==> src/rtl/fetch_unit.sv <==
// Instruction fetch stage: issues word reads over req/ack, buffers {pc, instr}
// in a small FIFO and presents the head to decode; redirects flush everything.
module fetch_unit #(
    parameter logic [31:0] RESET_PC = 32'h0000_0000,
    parameter int          DEPTH    = 4
) (
    input  logic        clk,
    input  logic        rst,
    output logic        imem_req,
    output logic [31:0] imem_addr,
    input  logic        imem_ack,
    input  logic [31:0] imem_rdata,
    input  logic        redirect_valid,
    input  logic [31:0] redirect_pc,
    input  logic        instr_ready,
    output logic        instr_valid,
    output logic [31:0] opcode,
    output logic [31:0] pc_out
);

    localparam int PW = $clog2(DEPTH);
    localparam int CW = PW + 1;
    localparam logic [31:0] NOP = 32'h0000_0013;

    // state | meaning
    // IDLE  | no request outstanding (FIFO full or just redirected)
    // REQ   | live request on imem, result will be pushed
    // DROP  | request outstanding but made stale by a redirect; result discarded
    typedef enum logic [1:0] {IDLE, REQ, DROP} state_t;

    state_t        state, state_next;
    logic [31:0]   fetch_pc, fetch_pc_next;
    logic [31:0]   addr, addr_next;
    logic [CW-1:0] count, count_next;
    logic [PW-1:0] rd_ptr, wr_ptr;
    logic [31:0]   fifo_pc  [DEPTH];
    logic [31:0]   fifo_ins [DEPTH];
    logic          push, pop, room;
    logic [31:0]   redirect_target;

    assign redirect_target = {redirect_pc[31:2], 2'b00};
    assign instr_valid     = (count != '0);
    assign pop             = instr_valid & instr_ready;
    assign push            = (state == REQ) & imem_ack & ~redirect_valid;
    assign count_next      = count + CW'(push) - CW'(pop);
    assign room            = (count_next < CW'(DEPTH));
    assign imem_addr       = addr;
    assign opcode          = instr_valid ? fifo_ins[rd_ptr] : NOP;
    assign pc_out          = instr_valid ? fifo_pc[rd_ptr] : 32'h0;

    always_comb begin
        state_next    = state;
        fetch_pc_next = fetch_pc;
        addr_next     = addr;
        imem_req      = 1'b0;
        case (state)
            IDLE: begin
                if (redirect_valid) begin
                    fetch_pc_next = redirect_target;
                end else if (room) begin
                    state_next = REQ;
                    addr_next  = fetch_pc;
                end
            end
            REQ: begin
                imem_req = 1'b1;
                if (redirect_valid) begin
                    fetch_pc_next = redirect_target;
                    state_next    = imem_ack ? IDLE : DROP;
                end else if (imem_ack) begin
                    fetch_pc_next = fetch_pc + 32'd4;
                    if (room) addr_next = fetch_pc + 32'd4;
                    else      state_next = IDLE;
                end
            end
            DROP: begin
                imem_req = 1'b1;
                if (redirect_valid) fetch_pc_next = redirect_target;
                // the stale request completes here even if another redirect lands
                if (imem_ack) state_next = IDLE;
            end
            default: state_next = IDLE;
        endcase
    end

    always_ff @(posedge clk or posedge rst) begin
        if (rst) begin
            state    <= IDLE;
            fetch_pc <= RESET_PC;
            addr     <= RESET_PC;
            count    <= '0;
            rd_ptr   <= '0;
            wr_ptr   <= '0;
        end else begin
            state    <= state_next;
            fetch_pc <= fetch_pc_next;
            addr     <= addr_next;
            if (redirect_valid) begin
                count  <= '0;
                rd_ptr <= '0;
                wr_ptr <= '0;
            end else begin
                count <= count_next;
                if (push) wr_ptr <= wr_ptr + PW'(1);
                if (pop)  rd_ptr <= rd_ptr + PW'(1);
            end
        end
    end

    always_ff @(posedge clk) begin
        if (push) begin
            fifo_pc[wr_ptr]  <= addr;
            fifo_ins[wr_ptr] <= imem_rdata;
        end
    end

endmodule

==> config.mk <==
export PLATFORM = sky130hd
export DESIGN_NAME = fetch_unit
export DESIGN_NICKNAME = d
export VERILOG_FILES = /design/src/rtl/fetch_unit.sv
export SDC_FILE = /design/constraint.sdc
export NUM_CORES = 1
export LEC_CHECK = 0
export CELL_PAD_IN_SITES_DETAIL_PLACEMENT = 1
export CELL_PAD_IN_SITES_GLOBAL_PLACEMENT = 1
export CORE_UTILIZATION = 45
export CTS_CLUSTER_SIZE = 8
export DETAILED_ROUTE_END_ITERATION = 7
export GPL_TIMING_DRIVEN = 0
export PLACE_DENSITY_LB_ADDON = 0.1
export SLEW_MARGIN = 5
export SYNTH_ARGS = -nofsm -noshare
export SYNTH_HDL_FRONTEND = slang
export SYNTH_SLANG_ARGS = --single-unit
==> constraint.sdc <==
create_clock -name clk -period 7.1 [get_ports clk]
set_input_delay 1.42 -clock clk [delete_from_list [all_inputs] [get_ports clk]]
set_output_delay 1.42 -clock clk [all_outputs]
set_load 0.01 [all_outputs]
Yosys cells after proc, flatten, opt, wreduce, memory -nomap -nowiden. Memory sizes are Yosys's and may differ from the RTL's. Cells that the tools add are included.

Flip-flop bits (word level): 73. Bits in writable memories: 256. Input bits: 69. Word-level logic and storage cells: 68. Memories: 2.

Memories: fifo_ins (depth 4, width 32, read ports 1, clocked after memory_dff 0, write ports 1, RTL line 37) `logic [31:0] fifo_ins [DEPTH];`; fifo_pc (depth 4, width 32, read ports 1, clocked after memory_dff 0, write ports 1, RTL line 36) `logic [31:0] fifo_pc [DEPTH];`.

Add/subtract/negate cells: 5. Order comparisons: 1. Equality and inequality tests: 11. Multiplexer cells: 28. Bitwise gates (word level): 4. Reduce and logical (&&, ||, !) cells: 11.

Operators with widths (count): 2-to-1 mux 32 bit (10); one-hot mux 32 bit (2 select lines) (2); adder 32 x 3 -> 32 bit (second input constant) (1); 2-to-1 mux 2 bit (11); inequality test 2 bit (second input constant) (6); nonzero test 2 bit (4); inequality test 3 bit (second input constant) (2); one-hot mux 2 bit (3 select lines) (1); AND reduction 6 bit (1); AND reduction 5 bit (1); adder 2 x 1 -> 2 bit (second input constant) (2); OR reduction 2 bit (2); adder 3 x 1 -> 3 bit (1); bitwise AND 1 bit (3); < comparator 3 bit (second input constant) (1); 2-to-1 mux 1 bit (3); 2-to-1 mux 3 bit (1); AND reduction 3 bit (1); nonzero test 3 bit (1); subtractor 3 x 1 -> 3 bit (1); == test 2 x 1 -> 1 bit (second input constant) (1); == test 2 bit (second input constant) (1); zero test 2 bit (1); inequality test 2 x 1 -> 1 bit (second input constant) (1); NOT 1 bit (1).

Longest topological paths before layout. Gate-level depths: netlist of the first run.

Depth after elaboration: 10. Depth in mapped cells: 18. Gate-level depth less buffers: 15.

Worst setup path after synthesis of the first run. No wires, ideal clock.

Kind: input-to-reg. Start point: input redirect_valid. End point: register addr[10], in the netlist imem_addr[10]. Library setup time: 0.137 ns. Arrival time: 3.749 ns. Data required time: 6.963 ns. Path slack: 3.214 ns. Stages: 14. Buffers on the path: 3. Path through: clkbuf_1 nor2_1 inv_1 ha_1 inv_1 ha_1 inv_1 fa_1 xnor3_1 nand2b_1 a21oi_1 buf_2 buf_1 a21oi_1.

Longest elaborated chain between the ends: 7.

RTL lines: start: declaration (RTL line 13) `input logic redirect_valid,`; NOT 1 bit (RTL line 44) `assign push = (state == REQ) & imem_ack & ~redirect_valid;`; bitwise AND 1 bit (RTL line 44); adder 3 x 1 -> 3 bit (RTL line 45) `assign count_next = count + CW'(push) - CW'(pop);`; subtractor 3 x 1 -> 3 bit (RTL line 45); < comparator 3 bit (RTL line 46) `assign room = (count_next < CW'(DEPTH));`; inequality test 2 bit (no line); AND reduction 6 bit (no line) *; end signal: assignment (RTL line 97) `addr <= addr_next;`; end: declaration (RTL line 33) `logic [31:0] addr, addr_next;`.

Mark *: on every way between the ends. The rest lies on a longest branch, timed or not. A chain may end at the register's enable or synchronous reset.

Worst setup path after layout of the first run.
Start point: input imem_ack. End point: register addr[11], in the netlist imem_addr[11].

Longest elaborated chain between the ends: 7.

RTL lines: start: declaration (RTL line 11) `input logic imem_ack,`; bitwise AND 1 bit (2 in a row) (RTL line 44); adder 3 x 1 -> 3 bit (RTL line 45); subtractor 3 x 1 -> 3 bit (RTL line 45); < comparator 3 bit (RTL line 46); inequality test 2 bit (no line); AND reduction 6 bit (no line) *.

Marked as above.

==> run summary, run 1 <==
In this run the biggest area consumer among cell types represents 55.2% of the synthesized area. The number of gates resized after CTS was 0. The data arrival time of the critical path came out at 5.35 ns. Sorting the synthesized cells by how often they occur yields 248 x sky130_fd_sc_hd__edfxtp_1, 69 x sky130_fd_sc_hd__dfrtp_1, 65 x sky130_fd_sc_hd__and2_1, 63 x sky130_fd_sc_hd__nor2_1, 62 x sky130_fd_sc_hd__mux4_2. Before antenna repair, the detailed router went through 5 iterations. After Yosys synthesis, XOR and XNOR cells account for 2.18% of the synthesized area. In this run, synthesis inferred 248 flip-flops with an integrated enable. Buffers inserted during clock tree synthesis total 45.

The number of vias per cell after detailed routing is 5.54. The post-synthesis to final-layout area growth came out at 26.5%. The mapped netlist covers 13,500 um^2. The clock slew at the register clock pins of the worst setup and hold paths is 0.05 ns. The initial DRC count came out at 612. The worst voltage drop across the vdd grid is 0.213 mV. The share of cell area taken by muxes after synthesis came out at 10.8%. The via count of the first global-routing pass is 8,933.

The worst hold path terminates at fifo_pc[0][9]. The count of port buffers added during placement came out at 160. The HPWL reported at the end of detailed placement came out at 21.9 mm. The die outline area came out at 30,700 um^2.

The fill cell instance count of the final layout is 2,840. The area of the core came out at 29,600 um^2. The proportion of synthesized chip area in sequential cells is 68.0%. The slowest stage of the critical path belongs to the cell sky130_fd_sc_hd__clkdlybuf4s50_1. The highest net fanout along the worst path came out at 10. The clock tree skew after final layout came out at 0.0103 ns. Yosys attributes the largest share of cell area to sky130_fd_sc_hd__edfxtp_1 55%, sky130_fd_sc_hd__dfrtp_1 13%, sky130_fd_sc_hd__mux4_2 10%. The area of the multi-input gates is 4030 um^2. Counting stages on the worst path, the most repeated cell is sky130_fd_sc_hd__inv_1. The critical setup path kind is input port to flip-flop. The register bit count reported by yosys is 317. The most used flip-flop cell after synthesis is sky130_fd_sc_hd__edfxtp_1. Setup repair after global routing left no endpoint under its margin. The global-route met3 utilization came out at 3.85%. The number of hold-slack violations in the final timing report came out at 0. The tree is rooted in a sky130_fd_sc_hd__clkbuf_16. The data required time at the worst endpoint came out at 7.48 ns. After detailed routing, the average wire length per cell comes to 22.0 um. The overall overflow remaining after global route is 0. The met1 routing resource usage after global routing came out at 30.9%. Routability-driven placement finished with a final weighted congestion of 0.880.

The H-tree depth reported by CTS came out at 2. The maximum clock frequency came out at 201 MHz. The number of antenna violations at the first check in global routing is 0. The I/O pin count is 167. The critical path startpoint category is an input port.

The wire length of the first global-routing pass came out at 52.1 mm. By area, the combinational part of the netlist is dominated by multiplexers. The die outline height came out at 175 um. The pin slew with the least headroom to its limit is 1.18 ns. The clock net sink count is 317.

The worst setup path is captured at a flip-flop. The flow ran to the end, and the final reports show no timing, DRC or antenna violations. In this run the critical register-to-register path is launched from state[1]. The setup violation total in the final timing report came out at 0. The number of DRC violations after detailed routing is 0. The total inserted antenna cells came out at 0.

The worst path in the final design needs a cycle of 4.98 ns, including I/O delays and setup. The wire length after detailed routing is 33.4 mm. sky130_fd_sc_hd__edfxtp_1 takes more of the synthesized area than any other cell.

For met2 alone, demand over resource in global routing was 36.8%. Traced cell by cell, the critical path runs through clkdlybuf4s50_1, nand2_1, nor2_1, inv_1, ha_1, inv_1, ha_1, inv_1, fa_1, xnor3_1, nand2b_1, a21oi_1, buf_2, buf_1, a21oi_1. The horizontal die dimension is 175 um. The number of core rows is 63. TritonCTS built the clock tree.

The adder-cell share of the synthesized area came out at 1.08%. The via count is 8,389. The global-route layer with the greatest usage is met2. After clock tree synthesis, the setup repair step added 0 buffers. The worst path uses 70.1% of the clock period.

The share of post-route cells with drive strength above 1 came out at 13.8%. The post-synthesis cell count is 872. The Yosys warning count is 0. The final-report max-slew violation count came out at 0.

A synthesized cell averages 15.5 um^2. The register-to-register path setup slack came out at 2.14 ns. The post-synthesis compound-gate area fraction is 5.71%.

The dominant cell by count in the synthesized netlist is sky130_fd_sc_hd__edfxtp_1. The share of the core filled with cells is 57.7%. Once detail routing completed, the nets flagged for antenna violations numbered 0.

The number of nets in the final layout came out at 1,167. Of the total synthesized cell area, the portion taken by AND, OR, NAND and NOR gates is 9.88%. The clock latency on the worst-skew pair came out at 0.53 ns. The ratio of total power to cell area came out at 418 nW/um^2.

The post-layout instance area came out at 17,100 um^2. The reported leakage power is 5.75 nW. The largest net degree at the start of global routing came out at 54. After synthesis, the netlist uses 54 different library cells. The hold buffer count at CTS is 0.

In this run the critical register-to-register path is captured at imem_addr[11]. The largest single stage delay on the critical path is 0.60 ns. The standard cell area after detailed placement came out at 15,700 um^2. The worst setup slack before clock tree synthesis is 1.68 ns.

The number of maximum-capacitance violations came out at 0. The cell depth of the worst hold path came out at 0. The buffer depth of the longest clock path is 3.

The startpoint identified for the worst hold timing path is imem_addr[9]. The effective utilization at floorplan is 45.6%. The flip-flop and latch area came out at 9170 um^2. The aggregate negative setup slack is 0 ns. The worst reg-to-reg path cell count came out at 17. Of all flip-flops after synthesis, the portion carrying an async set or reset was 21.8%. The global-route total usage across every layer came out at 22.4%.

The relative max-transition margin came out at 21.2%. The path type of the worst min-delay path is flip-flop to flip-flop. The setup slack after layout is 2.12 ns.
area by class of cell:
class | count | area share, %
well taps | 390 | 2.86
multi-input cells | 486 | 23.6
inverters | 11 | 0.257
flip-flops and latches | 317 | 53.8
repair buffers | 165 | 10.1
clock inverters | 2 | 0.213
plain buffers | 61 | 1.58
clock buffers | 81 | 7.58
per-layer routing:
metal | up-vias | part of all wire [%] | wire length (um)
li1 | 3773 | - | -
met1 | 4287 | 44 | 14600
met5 | - | 0 | 0
met3 | 51 | 5.5 | 1840
met4 | 0 | 2.0 | 678
met2 | 278 | 49 | 16300
through the flow:
stage	hold WS, ns	power [mW]	std cells
after floorplan	0.531	4.03	875
after global placement	0.528	5.13	1425
after detailed placement	0.534	5.20	1430
after CTS	0.546	7.21	1513
after global routing	0.585	7.51	1513
final	0.550	7.14	1513
critical path: cells and delay by family:
family / cells / cell delay, ns
AO/OA/AOI/OAI: 2 / 0.48
XOR/XNOR: 1 / 0.28
adder cells (fa/ha/maj): 3 / 0.80
buffers and inverters: 6 / 1.64
AND/OR/NAND/NOR: 3 / 0.72
power breakdown:
group          internal (mW)  switching [mW]  leakage, nW
logic                   1.21            1.27         2.10
registers               2.38           0.280         3.01
clock network           1.22           0.771        0.631
layout by cell type (no fill, tap or decap), types with 6 or more instances in the layout:
cell type,netlist,routed
sky130_fd_sc_hd__a21oi_1,59,59
sky130_fd_sc_hd__a2bb2oi_1,11,11
sky130_fd_sc_hd__a31oi_1,6,6
sky130_fd_sc_hd__and2_1,65,61
sky130_fd_sc_hd__and3_1,8,8
sky130_fd_sc_hd__and4_1,6,6
sky130_fd_sc_hd__buf_2,17,17
sky130_fd_sc_hd__clkbuf_1,37,71
sky130_fd_sc_hd__clkbuf_16,0,46
sky130_fd_sc_hd__clkdlybuf4s50_1,0,160
sky130_fd_sc_hd__dfrtp_1,69,69
sky130_fd_sc_hd__edfxtp_1,248,248
sky130_fd_sc_hd__ha_1,10,10
sky130_fd_sc_hd__inv_1,11,10
sky130_fd_sc_hd__mux4_2,62,62
sky130_fd_sc_hd__nand2_1,24,24
sky130_fd_sc_hd__nand3_1,27,27
sky130_fd_sc_hd__nand4_1,16,16
sky130_fd_sc_hd__nor2_1,63,63
sky130_fd_sc_hd__nor3_1,6,6
sky130_fd_sc_hd__o21ai_0,22,22
sky130_fd_sc_hd__o22a_1,7,7
sky130_fd_sc_hd__xnor2_1,9,9
sky130_fd_sc_hd__xor2_1,22,22
kinds of logic (layout without fill, tap and decap cells):
kind of cell | count (synthesis) | count (layout)
other cells | 1 | 4
compound gates | 127 | 127
buf+inv | 72 | 320
flops | 317 | 317
fa+ha+maj | 11 | 11
mux | 68 | 68
xor+xnor | 32 | 32
simple gates | 244 | 244
sequential cells by signal, summed over array words and instances, names as in the netlist:
signal / count
fifo_ins: 128
fifo_pc: 120
fetch_pc: 30
imem_addr: 30
count: 3
rd_ptr: 2
state: 2
wr_ptr: 2
worst max-delay path by stage:
stage              startpoint        endpoint  slack, ns  depth (start not counted)
3_5_place_dp         imem_ack   imem_addr[11]       1.68                         15
3_3_place_gp         imem_ack  fifo_pc[0][14]       1.37                          4
4_1_cts              state[1]   imem_addr[11]       2.16                         17
5_1_grt              state[1]   imem_addr[11]       1.77                         17
6_report             imem_ack   imem_addr[11]       2.12                         15
2_1_floorplan  redirect_valid   imem_addr[10]       3.21                         14
No activity file was read; power rests on OpenSTA's default activity.
==> run 2, diff against run 1 <==
==> constraint.sdc (replaced) <==
create_clock -name clk -period 4.95 [get_ports clk]
set_input_delay 0.99 -clock clk [delete_from_list [all_inputs] [get_ports clk]]
set_output_delay 0.99 -clock clk [all_outputs]
set_load 0.01 [all_outputs]
==> run 2 against run 1 <==
Net effect: combinational power up 43%; sequential cell count unchanged; via count about the same; critical path type is now flip-flop to flip-flop; hold slack about the same; critical path depth up 2; non-clock buffer count unchanged; utilization about the same; power up 43%; first-iteration DRC count down 0.33%; largest cell class unchanged; critical endpoint unchanged; cell count unchanged; highest routed layer unchanged.
==> run summary, run 2 (synthesis gave the netlist of run 1 again) <==
The flow ran to the end, and the final reports show no timing, DRC or antenna violations. The post-synthesis to final-layout area growth came out at 26.5% (about the same). The via count is 8,394 (+0.060%).

Clock tree synthesis selected as its root buffer the cell sky130_fd_sc_hd__clkbuf_16. The wire length of the first global-routing pass is 52.1 mm (unchanged). In the final layout, the registers with the most flip-flops are fifo_ins (128), fifo_pc (120).

The via count of the first global-routing pass came out at 8,933 (unchanged). The number of detailed-route iterations in the first pass came to 4 (-1). Setup repair after global routing left no endpoint under its margin. The remaining antenna violation count is 0 (unchanged). The data arrival time of the critical path is 4.94 ns (-0.41 ns).

The clock latency on the worst-skew pair is 0.53 ns (about the same). The part of the cycle the worst path needs is 92.1%. The overall power is 10.2 mW (+43%).

The internal power component came out at 6.91 mW (+43%). The power spent charging and discharging nets is 3.33 mW (+43%). The number of core rows is 63 (unchanged). The area of the multi-input gates came out at 4030 um^2 (unchanged).

In this run the worst hold path is classified as flip-flop to flip-flop. The clock network power share came out at 27.9% (about the same). STA classifies the critical path startpoint as a flip-flop. The number of maximum-capacitance violations came out at 0 (unchanged).

The clock slew at the register clock pins of the worst setup and hold paths came to 0.05 ns (about the same). The flip-flop and latch area came out at 9170 um^2 (unchanged). The number of vias per cell after detailed routing is 5.55 (about the same). The largest net degree at the start of global routing came out at 54 (unchanged). The HPWL reported at the end of detailed placement came out at 21.9 mm (unchanged). The buffer depth of the longest clock path is 3 (unchanged). The ratio of total power to cell area came out at 600 nW/um^2 (+43%). The die outline area came out at 30,700 um^2 (unchanged).

TritonCTS built the clock tree. The TritonCTS buffer count was 45 (unchanged). The fraction of power consumed by sequential logic came out at 37.2% (about the same). The die outline height is 175 um (unchanged).

The area of the core came out at 29,600 um^2 (unchanged). The number of antenna violations at the first check in global routing came to 0 (unchanged). The highest net fanout along the worst path came to 10 (unchanged). The final hold slack is 0.550 ns (-0.0000990 ns). The share of the core filled with cells came out at 57.7% (about the same).

In the layout the commonest cells are 248 x sky130_fd_sc_hd__edfxtp_1, 160 x sky130_fd_sc_hd__clkdlybuf4s50_1, 70 x sky130_fd_sc_hd__clkbuf_1. The library cell used most frequently in the layout, excluding fill and tap cells, is sky130_fd_sc_hd__edfxtp_1. The worst setup slack before clock tree synthesis came out at -0.0352 ns (-1.72 ns). The wire length per cell after detailed routing came to 22.0 um (-0.10%). The count of port buffers added during placement came out at 160 (unchanged). The initial DRC count came to 610 (-0.33%).

The relative max-transition margin came out at 21.2% (about the same). The placer's final routability congestion estimate is 0.880 (unchanged). The clock tree skew after final layout came out at 0.00833 ns (-0.00200 ns). The pin slew with the least headroom to its limit is 1.18 ns (+0.0000843 ns). The number of DRC violations after detailed routing came out at 0 (unchanged). The share of total power in combinational logic is 34.8% (about the same). The I/O pin count is 167 (unchanged). The setup fix buffers added after clock tree synthesis is 0 (unchanged). The overall overflow remaining after global route came to 0 (unchanged). The worst voltage drop across the vdd grid is 0.307 mV (+45%). The register-to-register path setup slack is 0.39 ns (-1.75 ns). The maximum clock frequency is 219 MHz. The final-report max-slew violation count is 0 (unchanged). The critical setup path kind is flip-flop to flip-flop. The number of flip-flops in the largest register came out at 128 (unchanged). The total inserted antenna cells is 0 (unchanged). The share of post-route cells with drive strength above 1 is 13.9% (+0.089 points).

The setup slack after layout came out at 0.391 ns (-1.73 ns). The reported leakage power came out at 5.75 nW (about the same). The hold buffer count at CTS is 0 (unchanged). The horizontal die dimension was 175 um (unchanged). The global-route total usage across every layer is 22.4% (unchanged). The clock net sink count is 317 (unchanged). The post-cts sizing count is 0 (unchanged).

The data required time at the worst endpoint is 5.33 ns (-2.15 ns). The effective utilization at floorplan is 45.6% (unchanged). The minimum clock period is 4.56 ns. STA classifies the critical path endpoint as a flip-flop.

The H-tree depth reported by CTS came out at 2 (unchanged). The proportion of total power due to net switching is 32.5% (about the same). The wire length after detailed routing came out at 33.3 mm (-0.10%). The number of hold-slack violations in the final timing report came to 0 (unchanged). The fill cell instance count of the final layout came out at 2,841 (+0.035%). The register with the most flip-flops is fifo_ins. The number of nets in the final layout came to 1,167 (unchanged).

The setup violation total in the final timing report was 0 (unchanged).
run 2: cell count changes in the layout (fill, tap and decap cells not counted):
cell                       change
sky130_fd_sc_hd__clkbuf_2      +1
sky130_fd_sc_hd__clkbuf_1      -1
run 2: cell type report:
cell class / instances / area share, %
sequential: 317 / 53.8
inverter: 11 / 0.257
clock inverter: 2 / 0.213
clock buffer: 81 / 7.57
tap: 390 / 2.86
buffer: 61 / 1.58
timing repair buffer: 165 / 10.1
multi-input combinational: 486 / 23.6
run 2: critical path, cell delays in order (launching register included):
cell and delay (ns):
sky130_fd_sc_hd__dfrtp_1 0.41, sky130_fd_sc_hd__inv_1 0.11, sky130_fd_sc_hd__ha_1 0.19, sky130_fd_sc_hd__clkbuf_2 0.36
sky130_fd_sc_hd__nand2_1 0.27, sky130_fd_sc_hd__nor2_1 0.32, sky130_fd_sc_hd__inv_1 0.10, sky130_fd_sc_hd__ha_1 0.30
sky130_fd_sc_hd__inv_1 0.07, sky130_fd_sc_hd__ha_1 0.14, sky130_fd_sc_hd__inv_1 0.05, sky130_fd_sc_hd__fa_1 0.36
sky130_fd_sc_hd__xnor3_1 0.28, sky130_fd_sc_hd__nand2b_1 0.15, sky130_fd_sc_hd__a21oi_1 0.34, sky130_fd_sc_hd__buf_2 0.36
sky130_fd_sc_hd__buf_1 0.45, sky130_fd_sc_hd__a21oi_1 0.14
run 2: worst paths after layout:
| check | depth (start not counted) | start | endpoint |
|---|---|---|---|
| max in group asynchronous | 3 | rst | imem_addr[11] |
| setup / recovery | 17 | state[1] | imem_addr[11] |
| hold / removal | 0 | imem_addr[9] | fifo_pc[0][9] |
| setup reg to reg | 17 | state[1] | imem_addr[11] |
| hold reg to reg | 0 | imem_addr[9] | fifo_pc[0][9] |
| min in group asynchronous | 2 | rst | state[1] |
run 2: power groups by stage:
stage	Sequential (mW)	Combinational, mW	Clock (mW)
6_report	3.81	3.56	2.86
5_1_grt	3.87	3.88	3.02
4_1_cts	3.81	3.62	2.92
3_5_place_dp	3.86	3.59	0
3_3_place_gp	3.84	3.52	0
2_1_floorplan	3.78	2.00	0
run 2: layer usage:
metal  wire length (um)  part of all wire, %  GRT usage (%)  up-vias
li1                   -                    -              -     3771
met1              14500                   44           30.9     4291
met2              16200                   49           36.8      279
met3               1870                  5.6           3.85       53
met4                692                  2.1           5.80        0
met5                  0                    0              0        -
run 2: stage by stage:
step	TNS (ns)	instance area (um^2)	instances
final	0	17100	1513
after global routing	0	17100	1513
after CTS	0	17100	1513
after detailed placement	-0.181	15700	1430
after global placement	-70.15	15600	1425
after floorplan	0	13500	875
